$ cat config.mk
export PLATFORM = sky130hd
export DESIGN_NAME = ballot_collector
export DESIGN_NICKNAME = d
export VERILOG_FILES = /design/src/rtl/ballot_collector.sv
export SDC_FILE = /design/constraint.sdc
export NUM_CORES = 1
export LEC_CHECK = 0
export BUFFER_PORTS_ARGS = -buffer_cell sky130_fd_sc_hd__buf_2
export CORE_MARGIN = 10
export CORE_UTILIZATION = 59
export CTS_BUF_LIST = sky130_fd_sc_hd__clkbuf_8
export DETAILED_ROUTE_END_ITERATION = 8
export PLACE_DENSITY = 0.8
export RECOVER_POWER = 100
export SETUP_SLACK_MARGIN = 0.1
export SYNTH_ARGS = -nofsm -noshare
export SYNTH_HDL_FRONTEND = slang
export SYNTH_SLANG_ARGS = --single-unit
$ cat constraint.sdc
create_clock -name clk -period 2.82 [get_ports clk]
set_input_delay 0.564 -clock clk [delete_from_list [all_inputs] [get_ports clk]]
set_output_delay 0.564 -clock clk [all_outputs]
set_load 0.005 [all_outputs]
$ cat src/rtl/ballot_collector.sv
// Four-voter ballot collector: gathers latched yes presses over a fixed
// window and holds the final ballot until the downstream consumer acks it.
module ballot_collector #(
    parameter logic [15:0] WINDOW = 16'd100
) (
    input  logic       clk,
    input  logic       rst,
    input  logic       start,
    input  logic [3:0] yes,
    input  logic       ack,
    output logic [3:0] I,
    output logic       valid,
    output logic       busy,
    output logic       early
);

    typedef enum logic [1:0] {
        IDLE,
        OPEN,
        HOLD
    } state_t;

    state_t      state;
    state_t      state_n;
    logic [15:0] cnt;
    logic [15:0] cnt_n;
    logic [3:0]  ballot_n;
    logic        early_n;

    always_ff @(posedge clk or posedge rst) begin
        if (rst) begin
            state <= IDLE;
            cnt   <= 16'd0;
            I     <= 4'b0000;
            early <= 1'b0;
            valid <= 1'b0;
            busy  <= 1'b0;
        end else begin
            state <= state_n;
            cnt   <= cnt_n;
            I     <= ballot_n;
            early <= early_n;
            valid <= (state_n == HOLD);
            busy  <= (state_n != IDLE);
        end
    end

    always_comb begin
        state_n  = state;
        cnt_n    = cnt;
        ballot_n = I;
        early_n  = early;
        unique case (state)
            IDLE: begin
                if (start) begin
                    state_n  = OPEN;
                    cnt_n    = WINDOW - 16'd1;
                    ballot_n = 4'b0000;
                    early_n  = 1'b0;
                end
            end
            OPEN: begin
                ballot_n = I | yes;
                // A full ballot in the last window cycle is a normal expiry.
                if (cnt == 16'd0) begin
                    state_n = HOLD;
                end else begin
                    cnt_n = cnt - 16'd1;
                    if (ballot_n == 4'b1111) begin
                        state_n = HOLD;
                        early_n = 1'b1;
                    end
                end
            end
            HOLD: begin
                if (ack) begin
                    state_n = IDLE;
                end
            end
            default: begin
                state_n = IDLE;
            end
        endcase
    end

endmodule

# ---- Word level (Yosys, flattened, before mapping)
# Index checks and enable logic that the tools add are counted.
dict set report op_classes {
  addsub 1
  n_eq_ne 7
  muxes 14
  bitwise 1
  n_reduce_logical 7
}
# cell count
set op_table {}
lappend op_table {{$mux W16} 2}
lappend op_table {{$pmux W16 S2} 1}
lappend op_table {{$logic_not A16 Y1} 1}
lappend op_table {{$sub A16 B1 Y16 const B} 1}
lappend op_table {{$mux W2} 4}
lappend op_table {{$pmux W4 S2} 1}
lappend op_table {{$ne A2 B2 Y1 const B} 3}
lappend op_table {{$pmux W2 S3} 1}
lappend op_table {{$eq A2 B2 Y1 const B} 2}
lappend op_table {{$eq A4 B4 Y1 const B} 1}
lappend op_table {{$mux W4} 1}
lappend op_table {{$or A4 B4 Y4} 1}
lappend op_table {{$reduce_and A4 Y1} 1}
lappend op_table {{$reduce_bool A2 Y1} 2}
lappend op_table {{$mux W1} 3}
lappend op_table {{$reduce_and A3 Y1} 1}
lappend op_table {{$eq A2 B1 Y1 const B} 1}
lappend op_table {{$logic_not A2 Y1} 1}
lappend op_table {{$pmux W1 S2} 1}
lappend op_table {{$reduce_and A2 Y1} 1}
dict set report totals {
  regBits 25
  inputBits 8
  out_inout_bits 7
  wordCells 36
}

# ---- Depth between registers and ports, before layout
dict set report depth {
  depth_word 6
  depth_mapped 9
  ltp_nobuf 7
}

# ---- Worst setup path before layout
# No wires, ideal clock.
dict set report synth_timing {
  path_type {register -> register}
  start {reg cnt[0]}
  end {reg cnt[8]}
  setup_time_ps 78
  arrival_time_ps 1918
  required_ps 2742
  slack_ps 824
  stages_incl_launch_ff 10
  n_path_buf 2
  period_less_slack_ps 1996
  cell_sequence {dfrtp_1 > inv_1 > ha_1 > nor2b_1 > and3_4 > buf_6 > a21o_1 > buf_6 > or4_1 > a21oi_1}
}
dict set report synth_between {
  elab_chain_cells 3
  elab_cells_between_ends 6
  cone_classes {add/sub (1); eq/ne (1); mux (2); reduce/logical (2)}
}
# item line
set synth_rtl {}
lappend synth_rtl {{start, declared} 25} ;# logic [15:0] cnt;
lappend synth_rtl {{start signal, assigned} 40} ;# cnt <= cnt_n;
lappend synth_rtl {{$sub A16 B1 Y16 / $logic_not A16 Y1 (equally long branches)} {68, 65}}
lappend synth_rtl {{$mux W16 / $ne A2 B2 Y1 (equally long branches)} -}
lappend synth_rtl {{$pmux W16 S2 / $reduce_and A3 Y1 (equally long branches)} -}
# Several ways; a longest one is shown, not always the timed one. The select of a mux whose other input is x is not followed.
# A chain may end at the register's enable or synchronous reset.

# ---- Worst setup path after layout
dict set report layout_timing {
  start {reg cnt[2]}
  end {reg cnt[6]}
}
# The elaborated chain is that of the path after synthesis.

==> out/qor.txt <==
Buffer count from post-CTS setup fixing -> 0
Drt pass-1 iters -> 4
Top-count cell post-synth -> dfrtp_1
Max rail drop VDD -> 0.603 mV
Global-route wire length before repair -> 4510 µm
Setup TNS Final -> 0 ns
# H-tree levels -> 1
Unique cell type count in the Yosys netlist -> 37
Skew-Pair Late Insertion Delay -> 0.27 ns
Reg2reg start -> cnt[2]$_DFFE_PP0P_
Crit path time final -> 2.34 ns
Synth Register Bits -> 25
Primary FF master, synth -> dfrtp_1
Post-synthesis area per instance -> 9.46 µm²
WL final -> 2610 µm
Area Overhead vs Synth -> 7.80%
FMAX -> 427 MHz
Final instance area -> 1420 µm²
Post-synthesis sequential area ratio -> 0.476
GPL Wtd Cong -> 0.916
Register area -> 626 µm²
Power per cell area -> 820 nW/µm²
Max-slew violations -> 0
Synth top cells by count -> 25 x dfrtp_1, 19 x nor2_1, 15 x a21oi_1, 9 x nand2_1, 8 x xnor2_1
Vias per cell -> 5.94
Post_cts resized -> 0
ANT cells -> 0
Setup crit start -> cnt[2]$_DFFE_PP0P_
Worst Tran Pin Value -> 0.908 ns
CTS max path bufs -> 2
Status -> complete, no violations
Footprint of the multi-input gates -> 621 µm²
1st-iter DRT viols -> 43
Post-layout power -> 1160 µW
Place WS -> 0.679 ns
Site Rows -> 17
Per-cell routed wire length -> 14.5 µm
Slew margin rel. -> 0.394
Post-synth top area cell -> dfrtp_1
Number of remaining DRC errors -> 0
GRT Util Overall -> 0.127
GR Overflow Total -> 0
Placeable core area -> 2170 µm²
Top Layer Used -> met4
I/O Pins -> 15
Crit path arrival time -> 2.49 ns
Synth top area cells -> dfrtp_1 48%, a21oi_1 5.7%, nor2_1 5.4%
Max-cap viol count -> 0
Final setup fails -> 0
Post-synth top area share -> 0.476
Initial core utilization -> 0.606
TritonCTS buffer count -> 3
Detailed Place HPWL -> 1940 µm
Crit-path max FO -> 11
Worst clock skew -> 0.00141 ns
Die area -> 4520 µm²
Post-DP Area -> 1390 µm²
Layout Nets -> 163
Synth Cell Area -> 1320 µm²
Synth warn -> 0
Worst Setup End Kind -> register
Hold buffer count at CTS -> 0
Clk root buf -> clkbuf_8
Startpoint types -> register
Final worst slack -> 0.478 ns
Post-route core utilization -> 0.653
Final Hold Viols -> 0
Worst-path clk slew -> 0.08 ns
Worst Path Class, Setup -> reg -> reg
EDFF count, synth -> 0
Net count after synthesis -> 149
Die X-Extent -> 67.2 µm
Fillers -> 193
Clock Sinks -> 25
DRT antenna net count -> 0
Fraction of layout cells with a size suffix above 1 -> 0.0987
CTS tree -> built
Via count -> 1069
Port Buffers -> 14
Static Leakage -> 0.000608 µW
Initial antenna violation count -> 0
DIE HEIGHT -> 67.2 µm
Largest net degree at the start of global routing -> 26
Metal2 WL -> 1260 µm
Fraction of registers with async set/reset -> 1.00
Met1 wire length -> 1230 µm
CP required -> 2.97 ns
Metal3 WL -> 73 µm
Crit share post-route -> 0.830
Vias in the first global route -> 1045
RSZ-0062 raised after global routing -> no
Post-Syn Instances -> 139
Worst min path class -> in -> async
[per-stage QoR]
stage                     instances  hold slack (ns)
after global routing            180            0.549
after global placement          176            0.489
final                           180            0.483
after detailed placement        176            0.519
after floorplan                 139            0.499
after CTS                       180            0.523
[per-layer routing]
layer  vias up  GRT usage
li1        522          -
met1       525      0.152
met2        17      0.211
met3         5     0.0281
met4         0     0.0615
met5         -          0
[worst max-delay path, stage by stage, from the launching register on]
cell	delay [ns]
dfrtp_1	0.43
nor3_1	0.59
and3_1	0.43
a21o_1	0.35
nor3_1	0.08
or3b_1	0.35
[cells in the final DEF (no fill, tap or decap), drive strengths merged]
master / instances
dfrtp: 25
nor2: 19
a21oi: 15
buf: 11
nand2: 9
xnor2: 8
clkbuf: 7
inv: 6
a211oi: 5
o21ai: 5
nor3: 4
nand3: 4
a311oi: 3
o31ai: 3
or4: 3
nor3b: 2
a21o: 2
or3: 2
nand2b: 2
nand3b: 2
ha: 2
and2: 2
nor4: 1
and4b: 1
nor2b: 1
o21ba: 1
and3: 1
or2: 1
o22a: 1
o221ai: 1
or3b: 1
nand4b: 1
o41ai: 1
[layout make-up]
class | instances | area share
flip-flops and latches | 25 | 0.441
multi-input cells | 103 | 0.438
repair buffers | 15 | 0.0512
clock buffers | 3 | 0.0291
well taps | 28 | 0.0247
inverters | 5 | 0.0132
clock inverters | 1 | 0.00265
[state kept, by name (all words and copies together) (netlist names)]
name,cells
cnt,16
I,4
state,2
busy,1
early,1
valid,1
[kinds of logic (layout without fill, tap and decap cells)]
| family | after synthesis | after routing | share of synthesized area |
|---|---|---|---|
| flip-flops | 25 | 25 | 0.476 |
| buffers and inverters | 11 | 24 | 0.0447 |
| AND/OR/NAND/NOR | 56 | 56 | 0.226 |
| adder cells (fa/ha/maj) | 2 | 2 | 0.0190 |
| XOR/XNOR | 8 | 8 | 0.0533 |
| AO/OA/AOI/OAI | 37 | 37 | 0.181 |
[path summary, 6_finish.rpt]
path                                      endpoint  slack, ns  depth (start not counted)
worst min-delay path            cnt[7]$_DFFE_PP0P_       0.48                          2
worst min register to register   early$_DFFE_PP0P_       0.54                          2
max in group asynchronous       cnt[9]$_DFFE_PP0P_       1.78                          2
min in group clk                 early$_DFFE_PP0P_       0.54                          2
worst max-delay path            cnt[6]$_DFFE_PP0P_       0.48                          5
worst max register to register  cnt[6]$_DFFE_PP0P_       0.48                          5
[report_power, final]
| part | switching, µW | internal (µW) |
|---|---|---|
| registers | 96.2 | 453 |
| clock network | 106 | 97.4 |
| logic | 244 | 166 |
| total | 446 | 717 |
Power figures use the tool's default switching activity.
